**src/rtl/ps2_pkg.sv**
```systemverilog
// rtl/ps2_pkg.sv - PS/2 frame constants, host commands and FSM state types.
package ps2_pkg;
    localparam int         DATA_BITS    = 8;
    localparam logic       ODD_PARITY   = 1'b1;
    localparam logic [7:0] CMD_SET_LEDS = 8'hED;
    localparam logic [7:0] CMD_RESET    = 8'hFF;

    typedef enum logic [1:0] {RX_IDLE, RX_DATA, RX_PARITY, RX_STOP} rx_state_t;
    typedef enum logic [1:0] {TX_IDLE, TX_INHIBIT, TX_BITS, TX_ACK} tx_state_t;

    // Parity bit that makes the 9-bit (data + parity) word have an odd number of ones.
    function automatic logic odd_parity(input logic [DATA_BITS-1:0] b);
        return ODD_PARITY ^ (^b);
    endfunction
endpackage

```
**src/rtl/ps2_code_fifo.sv**
```systemverilog
// rtl/ps2_code_fifo.sv - Show-ahead scan-code FIFO; a push into a full FIFO is dropped unless a pop frees a slot.
module ps2_code_fifo #(
    parameter int DEPTH = 8,
    parameter int WIDTH = 8
) (
    input  logic                   clk,
    input  logic                   reset,
    input  logic                   push,
    input  logic [WIDTH-1:0]       push_data,
    input  logic                   pop,
    output logic [WIDTH-1:0]       head,
    output logic                   empty,
    output logic [$clog2(DEPTH):0] level,
    output logic                   dropped
);
    localparam int AW = $clog2(DEPTH);
    localparam logic [AW:0] FULL_LVL = DEPTH[AW:0];

    logic [WIDTH-1:0] mem [DEPTH];
    logic [AW-1:0]    wr_ptr;
    logic [AW-1:0]    rd_ptr;
    logic             do_push;
    logic             do_pop;

    assign empty   = (level == '0);
    assign do_pop  = pop && !empty;
    assign do_push = push && ((level != FULL_LVL) || do_pop);
    assign dropped = push && !do_push;
    assign head    = mem[rd_ptr];

    always_ff @(posedge clk) begin
        if (reset) begin
            wr_ptr <= '0;
            rd_ptr <= '0;
            level  <= '0;
        end else begin
            if (do_push) wr_ptr <= wr_ptr + 1'b1;
            if (do_pop)  rd_ptr <= rd_ptr + 1'b1;
            if (do_push && !do_pop)      level <= level + 1'b1;
            else if (!do_push && do_pop) level <= level - 1'b1;
        end
    end

    always_ff @(posedge clk) begin
        if (do_push) mem[wr_ptr] <= push_data;
    end
endmodule

```
**src/rtl/ps2_host_if.sv**
```systemverilog
// rtl/ps2_host_if.sv - PS/2 host: filtered line sampling, RX decoder with scan-code FIFO, optional transmitter.
// Define PS2_HOST_TX_EN to build the host-to-device transmitter; otherwise TX outputs are tied low.
module ps2_host_if
    import ps2_pkg::*;
#(
    parameter int FILTER_LEN  = 8,
    parameter int FIFO_DEPTH  = 8,
    parameter int TIMEOUT_CYC = 100000,
    parameter int INHIBIT_CYC = 5000
) (
    input  logic                        clk,
    input  logic                        reset,
    input  logic                        ps2_clk,
    input  logic                        ps2_data,
    output logic                        ps2_clk_oe,
    output logic                        ps2_data_oe,
    output logic [7:0]                  rd_data,
    output logic                        rd_valid,
    input  logic                        rd_ready,
    output logic [$clog2(FIFO_DEPTH):0] fifo_level,
    output logic                        err_parity,
    output logic                        err_frame,
    output logic                        err_timeout,
    output logic                        err_overflow,
    input  logic [7:0]                  tx_data,
    input  logic                        tx_start,
    output logic                        tx_busy,
    output logic                        tx_done,
    output logic                        tx_nack
);
    localparam int FW = $clog2(FILTER_LEN + 1);
    localparam int TW = $clog2(TIMEOUT_CYC + 1);
    localparam logic [FW-1:0] FILT_LAST = FW'(FILTER_LEN - 1);
    localparam logic [TW-1:0] TO_LAST   = TW'(TIMEOUT_CYC - 1);
    localparam logic [2:0]    BIT_LAST  = 3'(DATA_BITS - 1);

    logic [1:0]    clk_sync;
    logic [1:0]    data_sync;
    logic          clk_filt;
    logic [FW-1:0] filt_cnt;
    logic          fall_evt;
    logic          rx_bit;

    logic [TW-1:0] to_cnt;
    logic          to_active;
    logic          timeout;
    logic          tx_wait;

    rx_state_t     rx_state;
    logic [2:0]    bit_cnt;
    logic [7:0]    rx_shift;
    logic          rx_par;
    logic          push;
    logic          fifo_empty;
    logic          fifo_dropped;

    assign rx_bit = data_sync[1];

    // The filtered clock only flips after FILTER_LEN agreeing samples; fall_evt marks the 1->0 flip.
    always_ff @(posedge clk) begin
        if (reset) begin
            clk_sync  <= 2'b11;
            data_sync <= 2'b11;
            clk_filt  <= 1'b1;
            filt_cnt  <= '0;
            fall_evt  <= 1'b0;
        end else begin
            clk_sync  <= {clk_sync[0], ps2_clk};
            data_sync <= {data_sync[0], ps2_data};
            fall_evt  <= 1'b0;
            if (clk_sync[1] == clk_filt) begin
                filt_cnt <= '0;
            end else if (filt_cnt == FILT_LAST) begin
                filt_cnt <= '0;
                clk_filt <= clk_sync[1];
                fall_evt <= clk_filt;
            end else begin
                filt_cnt <= filt_cnt + 1'b1;
            end
        end
    end

    // One watchdog serves both directions; RX and TX are never active together.
    assign to_active = (rx_state != RX_IDLE) || tx_wait;
    assign timeout   = to_active && !fall_evt && (to_cnt == TO_LAST);

    always_ff @(posedge clk) begin
        if (reset || !to_active || fall_evt) to_cnt <= '0;
        else                                 to_cnt <= to_cnt + 1'b1;
    end

    always_ff @(posedge clk) begin
        if (reset) begin
            rx_state     <= RX_IDLE;
            bit_cnt      <= '0;
            rx_shift     <= '0;
            rx_par       <= 1'b0;
            push         <= 1'b0;
            err_parity   <= 1'b0;
            err_frame    <= 1'b0;
            err_timeout  <= 1'b0;
            err_overflow <= 1'b0;
        end else begin
            push         <= 1'b0;
            err_parity   <= 1'b0;
            err_frame    <= 1'b0;
            err_timeout  <= timeout;
            err_overflow <= fifo_dropped;
            if (tx_busy || timeout) begin
                rx_state <= RX_IDLE;
            end else if (fall_evt) begin
                case (rx_state)
                    RX_IDLE: begin
                        if (!rx_bit) begin
                            rx_state <= RX_DATA;
                            bit_cnt  <= '0;
                        end
                    end
                    RX_DATA: begin
                        rx_shift <= {rx_bit, rx_shift[7:1]};
                        bit_cnt  <= bit_cnt + 1'b1;
                        if (bit_cnt == BIT_LAST) rx_state <= RX_PARITY;
                    end
                    RX_PARITY: begin
                        rx_par   <= rx_bit;
                        rx_state <= RX_STOP;
                    end
                    RX_STOP: begin
                        rx_state <= RX_IDLE;
                        if (!rx_bit)                             err_frame  <= 1'b1;
                        else if (rx_par != odd_parity(rx_shift)) err_parity <= 1'b1;
                        else                                     push       <= 1'b1;
                    end
                    default: rx_state <= RX_IDLE;
                endcase
            end
        end
    end

    ps2_code_fifo #(
        .DEPTH (FIFO_DEPTH),
        .WIDTH (8)
    ) u_fifo (
        .clk       (clk),
        .reset     (reset),
        .push      (push),
        .push_data (rx_shift),
        .pop       (rd_ready),
        .head      (rd_data),
        .empty     (fifo_empty),
        .level     (fifo_level),
        .dropped   (fifo_dropped)
    );

    assign rd_valid = !fifo_empty;

`ifdef PS2_HOST_TX_EN
    localparam int IW = $clog2(INHIBIT_CYC + 1);
    localparam logic [IW-1:0] INH_REQ  = IW'(INHIBIT_CYC - 2);
    localparam logic [IW-1:0] INH_LAST = IW'(INHIBIT_CYC - 1);

    tx_state_t     tx_state;
    logic [8:0]    tx_shift;
    logic [3:0]    tx_bit;
    logic [IW-1:0] tx_cnt;

    assign tx_wait = (tx_state == TX_BITS) || (tx_state == TX_ACK);

    always_ff @(posedge clk) begin
        if (reset) begin
            tx_state    <= TX_IDLE;
            tx_shift    <= '0;
            tx_bit      <= '0;
            tx_cnt      <= '0;
            tx_busy     <= 1'b0;
            tx_done     <= 1'b0;
            tx_nack     <= 1'b0;
            ps2_clk_oe  <= 1'b0;
            ps2_data_oe <= 1'b0;
        end else begin
            tx_done <= 1'b0;
            tx_nack <= 1'b0;
            if (tx_wait && timeout) begin
                tx_state    <= TX_IDLE;
                tx_busy     <= 1'b0;
                ps2_clk_oe  <= 1'b0;
                ps2_data_oe <= 1'b0;
            end else begin
                case (tx_state)
                    TX_IDLE: begin
                        if (tx_start) begin
                            tx_shift   <= {odd_parity(tx_data), tx_data};
                            tx_bit     <= '0;
                            tx_cnt     <= '0;
                            tx_busy    <= 1'b1;
                            ps2_clk_oe <= 1'b1;
                            tx_state   <= TX_INHIBIT;
                        end
                    end
                    // Data goes low one cycle before the clock is released (request-to-send).
                    TX_INHIBIT: begin
                        tx_cnt <= tx_cnt + 1'b1;
                        if (tx_cnt == INH_REQ) ps2_data_oe <= 1'b1;
                        if (tx_cnt == INH_LAST) begin
                            ps2_clk_oe <= 1'b0;
                            tx_state   <= TX_BITS;
                        end
                    end
                    TX_BITS: begin
                        if (fall_evt) begin
                            if (tx_bit == 4'd9) begin
                                ps2_data_oe <= 1'b0;
                                tx_state    <= TX_ACK;
                            end else begin
                                ps2_data_oe <= ~tx_shift[0];
                                tx_shift    <= {1'b0, tx_shift[8:1]};
                                tx_bit      <= tx_bit + 1'b1;
                            end
                        end
                    end
                    TX_ACK: begin
                        if (fall_evt) begin
                            tx_done  <= !rx_bit;
                            tx_nack  <= rx_bit;
                            tx_busy  <= 1'b0;
                            tx_state <= TX_IDLE;
                        end
                    end
                    default: tx_state <= TX_IDLE;
                endcase
            end
        end
    end
`else
    logic unused_tx;
    assign unused_tx   = ^{tx_data, tx_start};
    assign tx_wait     = 1'b0;
    assign tx_busy     = 1'b0;
    assign tx_done     = 1'b0;
    assign tx_nack     = 1'b0;
    assign ps2_clk_oe  = 1'b0;
    assign ps2_data_oe = 1'b0;
`endif
endmodule

```
**config.mk**
```make
export PLATFORM = sky130hd
export DESIGN_NAME = ps2_host_if
export DESIGN_NICKNAME = d
export VERILOG_FILES = /design/src/rtl/ps2_pkg.sv /design/src/rtl/ps2_code_fifo.sv /design/src/rtl/ps2_host_if.sv
export SDC_FILE = /design/constraint.sdc
export NUM_CORES = 1
export LEC_CHECK = 0
export ABC_AREA = 0
export CORE_MARGIN = 2
export CORE_UTILIZATION = 52
export CTS_CLUSTER_DIAMETER = 50
export DETAILED_ROUTE_END_ITERATION = 6
export PLACE_DENSITY = 0.79
export SKIP_CTS_REPAIR_TIMING = 1
export SLEW_MARGIN = 40
export SYNTH_ARGS = -nofsm -noshare
export SYNTH_HDL_FRONTEND = slang
export SYNTH_SLANG_ARGS = --single-unit
```
**constraint.sdc**
```tcl
create_clock -name clk -period 2.4 [get_ports clk]
set_input_delay 0.48 -clock clk [delete_from_list [all_inputs] [get_ports clk]]
set_output_delay 0.48 -clock clk [all_outputs]
set_load 0.05 [all_outputs]
```
==> results_dict.tcl, run 1 <==
set metrics [dict create \
    yosys_register_bits 123 \
    grt.total_usage 0.185 \
    period_share 1.05 \
    layout-drive-gt1-share 0.244 \
    gp_congestion 0.794 \
    use_met3 0.0515 \
    port_buffers 21 \
    area_delta_synth_final_pct 21.5 \
    numClockSinks 123 \
    status "finished, violations left" \
    synth_top_area_cell "edfxtp_1" \
    initial_core_util 0.527 \
    crit_required_ns 1.92 \
    first_iter_violations 176 \
    cp_slowest_cell "mux4_2" \
    timing.fmax_mhz 398 \
    antenna_cells 0 \
    path_class "register to primary output" \
    post_synth_instance_area_um2 5080 \
    cp_cell_sequence "clkbuf_16, mux4_2, mux2_4, buf_6" \
    synth_flop_cell "edfxtp_1" \
    dp_hpwl_mm 5.76 \
    postSynthCellCount 382 \
    top_usage_layer "met2" \
    yosysUniqueCellTypes 48 \
    fp.dieW_um 103 \
    cts_inserted_buffers 17 \
    drv_slew 0 \
    synth_edf_count 64 \
    ys_warn_count 0 \
    clk_pin_slew_ns 0.06 \
    dpl_worst_slack_ns -0.274 \
    syn_area_per_cell_um2 13.3 \
    fin_util 0.640 \
    placementRows 36 \
    via_per_inst 5.20 \
    fin_tns_setup_ns -0.595 \
    root_buffer "clkbuf_8" \
    met1_usage 0.218 \
    finalCriticalPeriod_ns 2.51 \
    cts_tree "done" \
    max-slew-margin-rel 0.634 \
    synth_seq_area_share 0.611 \
    grt_pass1_vias 2990 \
    yosysTopAreaCellShare 0.378 \
    hold-worst-slack_ns 0.416 \
    hp-class "register to register" \
    clk_latency_ns 0.50 \
    drc 0 \
    wire_per_inst_um 16.3 \
    gr-total-overflow 0 \
    startpoint_type "register" \
    tightestPinTransition_ns 0.548 \
    p_leak_nw 2.16 \
    core_area_um2 9640 \
    use_met2 0.333 \
    boundaryPins 36 \
    rsz0062_at_grt "yes" \
    path_buf_inv 2 \
    grt_max_degree 20 \
    setup_violations 8 \
    async_reset_ff_frac 0 \
    drv_cap 0 \
    h-tree-depth 4 \
    critPathArrivalTime_ns 2.03 \
    skew_ns 0.00901 \
    antenna_found_initial 0 \
    die_h_um 103 \
    die_area_um2 10600 \
    grt_first_pass_wirelength_mm 14.6 \
    antenna_left 0 \
    worst-path-max-fanout 8 \
    cp_top_family "multiplexers" \
    vdd_drop_max_mv 0.546 \
    cts_max_path_buffers 2 \
    nFillCells 727 \
    fin_nets 457 \
    slowest_delay_ns 0.52 \
    netlist_top_cells_area "edfxtp_1 (38%), dfxtp_1 (23%), mux4_1 (8.3%)" \
    dr.pass1.iters 4 \
    synth_most_common_cell "edfxtp_1" \
    synthTopCellsByCount "edfxtp_1 (64), dfxtp_1 (59), nor2_1 (43)" \
    end_kind "primary output" \
    powerDensity_nw_per_um2 928 \
    vias 2988 \
    hold_violations 0 \
    setup_slack_ns -0.111 \
    drt-total-wl_mm 9.36 \
    violations "negative setup slack" \
]
power breakdown:
part	switching, mW	internal (mW)
Clock	0.938	1.60
Combinational	0.482	0.429
Sequential	0.0404	2.24
per-layer routing:
| metal | wire length (um) | up-vias |
|---|---|---|
| met1 | 3940 | 1469 |
| met2 | 5130 | 45 |
| met5 | 0 | - |
| met3 | 231 | 5 |
| met4 | 56 | 0 |
| li1 | - | 1469 |
through the flow:
step | power (mW) | std cells | cell area [um^2]
final | 5.73 | 575 | 6170
after global routing | 5.94 | 575 | 6170
after CTS | 5.70 | 573 | 6150
after detailed placement | 3.15 | 541 | 5550
after global placement | 3.13 | 541 | 5550
after floorplan | 2.95 | 386 | 5140
layout make-up:
class,instances,area [um^2],area share
Sequential cell,123,3120,0.505
Multi-Input combinational cell,233,1820,0.295
Timing Repair Buffer,44,424,0.0687
Clock buffer,17,414,0.0671
Clock inverter,15,189,0.0306
Tap cell,133,166,0.0270
Inverter,10,40.0,0.00649
cell usage in the layout (no fill, tap or decap), types with 8 or more instances in the layout:
| master | count |
|---|---|
| edfxtp_1 | 64 |
| dfxtp_1 | 54 |
| nor2_1 | 43 |
| nand2_1 | 22 |
| buf_4 | 22 |
| xnor2_1 | 19 |
| nand3_1 | 17 |
| clkbuf_16 | 17 |
| mux4_2 | 16 |
| a21oi_1 | 16 |
| clkdlybuf4s50_1 | 12 |
| ha_1 | 11 |
| inv_1 | 9 |
| nor3_1 | 8 |
| xor2_1 | 8 |
final timing paths:
kind / from / to / slack (ns) / cells after the start
max: register / rd_data[3] / -0.11 / 4
min reg2reg: clk_sync[0]$_SDFF_PP1_ / clk_sync[1]$_SDFF_PP1_ / 0.42 / 1
min: clk_sync[0]$_SDFF_PP1_ / clk_sync[1]$_SDFF_PP1_ / 0.42 / 1
max reg2reg: u_fifo.level[1]$_SDFFE_PP0P_ / u_fifo.level[3]$_SDFFE_PP0P_ / 0.06 / 9
kinds of logic (layout without fill, tap and decap cells):
group           count (synthesis)  count (layout)  synth area share
flops                         123             123             0.611
compound gates                 30              30            0.0360
fa+ha+maj                      14              14            0.0360
xor+xnor                       28              28            0.0510
other cells                     1               5          0.000738
mux                            29              29             0.111
simple gates                  127             127             0.124
buf+inv                        30              86            0.0313
flip-flops by register name, indices dropped and copies added, names as in the netlist, named ones only:
signal / flops
bit_cnt: 3
filt_cnt: 4
err_timeout: 1
rx_shift: 8
u_fifo.wr_ptr: 3
clk_filt: 1
u_fifo.mem: 64
data_sync: 2
u_fifo.level: 4
push: 1
to_cnt: 17
fall_evt: 1
rx_state: 2
err_overflow: 1
err_parity: 1
err_frame: 1
clk_sync: 2
u_fifo.rd_ptr: 3
rx_par: 1
worst reg2reg max path, cell delays in order (launching register included):
cell     delay [ns]
dfxtp_4        0.34
or4_4          0.57
nand2_4        0.10
ha_4           0.15
inv_4          0.04
ha_4           0.20
a21o_1         0.16
a21oi_2        0.13
mux2i_1        0.21
mux2_2         0.34
Power figures use the tool's default switching activity.
==> run 2: changes to the inputs <==
--- a/config.mk
+++ b/config.mk
@@ -10,6 +10,7 @@
 export CORE_UTILIZATION = 52
 export CTS_CLUSTER_DIAMETER = 50
 export DETAILED_ROUTE_END_ITERATION = 6
+export MAX_ROUTING_LAYER = met4
 export PLACE_DENSITY = 0.79
 export SKIP_CTS_REPAIR_TIMING = 1
 export SLEW_MARGIN = 40
==> results_dict.tcl, run 2 (synthesis gave the netlist of run 1 again) <==
set metrics [dict create \
    layout_commonest_cell "edfxtp_1" \
    crit_required_ns 1.92 \
    finalCriticalPeriod_ns 2.51 \
    dp_hpwl_mm 5.76 \
    cp_slowest_cell "mux4_2" \
    worst-path-stages 4 \
    drc 0 \
    slowest_delay_ns 0.52 \
    status "finished, violations left" \
    area_delta_synth_final_pct 21.5 \
    timing.rr.end "u_fifo.level[3]$_SDFFE_PP0P_" \
    initial_core_util 0.527 \
    reg2regPathDepth 9 \
    top_register "u_fifo.mem" \
    final_cell_mix "edfxtp_1 (64), dfxtp_1 (54), nor2_1 (43)" \
    die_h_um 103 \
    drv_cap 0 \
    setup_slack_ns -0.114 \
    setup_violations 8 \
    worstReg2RegStart "u_fifo.level[1]$_SDFFE_PP0P_" \
    max-slew-margin-rel 0.635 \
    fin_tns_setup_ns -0.606 \
    end_kind "primary output" \
    path_class "register to primary output" \
    largest_reg_flops 64 \
    hp-class "register to register" \
    hold_violations 0 \
    h-tree-depth 4 \
    via_per_inst 5.25 \
    placementRows 36 \
    vdd_drop_max_mv 0.545 \
    cp_top_family "multiplexers" \
    boundaryPins 36 \
    timing.fmax_mhz 398 \
    clk_latency_ns 0.50 \
    antenna_cells 0 \
    path_buf_inv 2 \
    grt_max_degree 20 \
    skew_ns 0.00910 \
    layout-drive-gt1-share 0.244 \
    cts_max_path_buffers 2 \
    fin_util 0.640 \
    drv_slew 0 \
    dr.pass1.iters 5 \
    met1_usage 0.219 \
    cp_cell_sequence "clkbuf_16, mux4_2, mux2_4, buf_6" \
    rsz0062_at_grt "yes" \
    cts_tree "done" \
    top_usage_layer "met2" \
    die_area_um2 10600 \
    core_area_um2 9640 \
    grt_first_pass_wirelength_mm 14.6 \
    root_buffer "clkbuf_8" \
    finalPower_mw 5.73 \
    antenna_left 0 \
    reg2reg_setup_slack_ns 0.06 \
    clk_pin_slew_ns 0.06 \
    critPathArrivalTime_ns 2.03 \
    p_leak_nw 2.16 \
    fin_nets 457 \
    drt-total-wl_mm 9.37 \
    use_met2 0.332 \
    hold-worst-slack_ns 0.417 \
    first_iter_violations 156 \
    antenna_found_initial 0 \
    gp_congestion 0.805 \
    grt_pass1_vias 2995 \
    numClockSinks 123 \
    period_share 1.05 \
    startpoint_type "register" \
    fp.dieW_um 103 \
    port_buffers 21 \
    worst-path-max-fanout 8 \
    powerDensity_nw_per_um2 928 \
    vias 3018 \
    grt.total_usage 0.191 \
    wire_per_inst_um 16.3 \
    gr-total-overflow 0 \
    cts_inserted_buffers 17 \
    use_met3 0.0508 \
    top_regs "u_fifo.mem: 64 flops, to_cnt: 17 flops, rx_shift: 8 flops" \
    violations "negative setup slack" \
    tightestPinTransition_ns 0.547 \
    crit_path_end "rd_data[3]" \
]
[run 2: cell counts in the layout (fill, tap and decap cells not counted)]
No cell type changed its count.
[run 2: worst reg2reg max path: cells and delay by family, from the launching register on]
family,cells,cell delay [ns]
flops,1,0.34
simple gates,2,0.67
buf+inv,1,0.04
fa+ha+maj,2,0.35
compound gates,2,0.29
mux,2,0.55
[run 2: metal layers]
metal  share of wire  up-vias
met1            0.43     1484
met2            0.54       56
met5               0        -
met3           0.026        6
li1                -     1472
met4          0.0053        0
[run 2: report_power, final]
group | internal, mW | leakage [nW] | total [mW] | switching [mW]
combinational | 0.429 | 0.789 | 0.911 | 0.482
clock | 1.60 | 0.295 | 2.54 | 0.938
sequential | 2.24 | 1.07 | 2.28 | 0.0408
[run 2: metrics by stage]
stage,setup WS (ns),std cells,area [um^2]
2_1_floorplan,-0.0863,386,5140
3_3_place_gp,-0.215,541,5550
3_5_place_dp,-0.274,541,5550
4_1_cts,-0.256,573,6150
5_1_grt,-0.170,575,6170
6_report,-0.114,575,6170
[run 2: how the worst min path moves through the flow]
stage / startpoint / end / slack, ns / cells after the start
floorplan: clk_sync[0]$_SDFF_PP1_ / clk_sync[1]$_SDFF_PP1_ / 0.39 / 1
global placement: data_sync[0]$_SDFF_PP1_ / data_sync[1]$_SDFF_PP1_ / 0.39 / 1
detailed placement: data_sync[0]$_SDFF_PP1_ / data_sync[1]$_SDFF_PP1_ / 0.40 / 1
CTS: data_sync[0]$_SDFF_PP1_ / data_sync[1]$_SDFF_PP1_ / 0.42 / 1
global route: data_sync[0]$_SDFF_PP1_ / data_sync[1]$_SDFF_PP1_ / 0.44 / 1
finish: clk_sync[0]$_SDFF_PP1_ / clk_sync[1]$_SDFF_PP1_ / 0.42 / 1
[run 2: cell type report]
type / instances / area [um^2]
inverter: 10 / 40.0
multi-input combinational: 233 / 1820
tap: 133 / 166
clock buffer: 17 / 414
fill: 727 / 3470
timing repair buffer: 44 / 424
sequential: 123 / 3120
clock inverter: 15 / 189
==> run 3: changes to the inputs <==
--- a/config.mk
+++ b/config.mk
@@ -6,7 +6,8 @@
 export NUM_CORES = 1
 export LEC_CHECK = 0
 export ABC_AREA = 0
-export CORE_MARGIN = 2
+export CORE_ASPECT_RATIO = 0.8
+export CORE_MARGIN = 1.5
 export CORE_UTILIZATION = 52
 export CTS_CLUSTER_DIAMETER = 50
 export DETAILED_ROUTE_END_ITERATION = 6
==> results_dict.tcl, run 3 (synthesis gave the netlist of run 1 again) <==
set metrics [dict create \
    setup_violations 7 \
    tightestPinTransition_ns 0.537 \
    hp-class "register to register" \
    gr-total-overflow 0 \
    crit_required_ns 1.92 \
    seqPwrFrac 0.386 \
    path_buf_inv 2 \
    numClockSinks 123 \
    dr.pass1.iters 4 \
    route.met2.wl_mm 4.78 \
    p_sw_frac 0.242 \
    dpl_worst_slack_ns -0.279 \
    period_share 1.02 \
    gp_congestion 0.791 \
    placement.cell_area_um2 5530 \
    max-slew-margin-rel 0.642 \
    path_class "register to primary output" \
    powerDensity_nw_per_um2 948 \
    antenna_found_initial 0 \
    cp_slowest_cell "mux4_1" \
    drc 0 \
    rsz0062_at_grt "yes" \
    cts_max_path_buffers 2 \
    setup_slack_ns -0.0438 \
    via_per_inst 5.39 \
    drv_cap 0 \
    finalPower_mw 5.90 \
    violations "negative setup slack" \
    grt_pass1_vias 3135 \
    layout_commonest_cell "edfxtp_1" \
    die_h_um 91.4 \
    vias 3021 \
    end_kind "primary output" \
    port_buffers 21 \
    cts_tree "done" \
    final_cell_mix "edfxtp_1 (64), dfxtp_1 (54), nor2_1 (43)" \
    largest_reg_flops 64 \
    p_leak_nw 2.21 \
    status "finished, violations left" \
    timing.fmax_mhz 409 \
    fin_tns_setup_ns -0.164 \
    hold_violations 0 \
    dp_hpwl_mm 5.81 \
    top_register "u_fifo.mem" \
    clk_pin_slew_ns 0.06 \
    layout-drive-gt1-share 0.226 \
    p_sw_mw 1.43 \
    cp_top_family "multiplexers" \
    vdd_drop_max_mv 0.585 \
    skew_ns 0.00729 \
    fp.dieW_um 114 \
    drv_slew 0 \
    fin_util 0.651 \
    boundaryPins 36 \
    die_area_um2 10400 \
    area_delta_synth_final_pct 22.6 \
    top_regs "u_fifo.mem: 64 flops, to_cnt: 17 flops, rx_shift: 8 flops" \
    worst-path-max-fanout 8 \
    slowest_delay_ns 0.55 \
    antenna_left 0 \
    startpoint_type "register" \
    wl_met1_mm 4.09 \
    drt-total-wl_mm 9.31 \
    fin_nets 457 \
    cts_inserted_buffers 17 \
    stdcell_area_um2 6230 \
    clkPwrFrac 0.457 \
    core_area_um2 9570 \
    placementRows 32 \
    initial_core_util 0.531 \
    critPathArrivalTime_ns 1.96 \
    share_comb_of_total_power 0.157 \
    finalCriticalPeriod_ns 2.44 \
    antenna_cells 0 \
    top_layer "met4" \
    root_buffer "clkbuf_16" \
    grt.total_usage 0.204 \
    cp_cell_sequence "clkbuf_16, mux4_1, mux2_2, buf_6" \
    first_iter_violations 161 \
    clk_latency_ns 0.41 \
    p_int_mw 4.48 \
    h-tree-depth 4 \
    grt_first_pass_wirelength_mm 15.3 \
    wl_met3_um 248 \
    grt_max_degree 20 \
    wire_per_inst_um 16.6 \
]
==> run 3: cell count changes in the layout (fill, tap and decap cells not counted), moves of 2 or more <==
cell	previous run	this run
inv_6	4	0
clkbuf_16	17	20
inv_4	1	3
mux4_1	0	7
mux4_2	16	9
==> run 3: layer usage <==
metal | track usage | vias up
met5 | - | -
met4 | 0.0958 | 0
met3 | 0.0541 | 18
met2 | 0.325 | 42
met1 | 0.242 | 1477
li1 | - | 1484
==> run 3: area by class of cell <==
type,count,area (um^2)
clock buffers,20,489
multi-input cells,233,1840
well taps,119,149
flip-flops and latches,123,3120
fillers,683,3340
clock inverters,12,158
inverters,10,40.0
repair buffers,44,429
==> run 3: final timing paths <==
check                                                    end  slack, ns  depth (start not counted)                    startpoint
worst max register to register  u_fifo.level[3]$_SDFFE_PP0P_       0.05                          9  u_fifo.level[1]$_SDFFE_PP0P_
worst min register to register        clk_sync[1]$_SDFF_PP1_       0.41                          1        clk_sync[0]$_SDFF_PP1_
worst max-delay path                              rd_data[7]      -0.04                          4                      register
worst min-delay path                  clk_sync[1]$_SDFF_PP1_       0.41                          1        clk_sync[0]$_SDFF_PP1_
==> run 3: power by group through the flow <==
stage	Clock (mW)	Sequential (mW)	Combinational, mW
after detailed placement	0	2.31	0.849
after CTS	2.73	2.27	0.851
after global routing	2.83	2.28	0.997
after global placement	0	2.31	0.833
final	2.70	2.28	0.929
after floorplan	0	2.38	0.570
==> run 3: worst register-to-register path, cell delays in order (launching register included) <==
cell and delay [ns]:
dfxtp_4 0.35, or4_4 0.56, nand2_4 0.10, ha_4 0.15
inv_4 0.05, ha_4 0.20, a21o_1 0.16, a21oi_2 0.13
mux2i_1 0.21, mux2_2 0.35
==> run 3: through the flow <==
stage               hold WS (ns)  instances
global placement           0.392        527
finish                     0.410        561
global route               0.422        561
floorplan                  0.389        386
detailed placement         0.402        527
CTS                        0.413        559
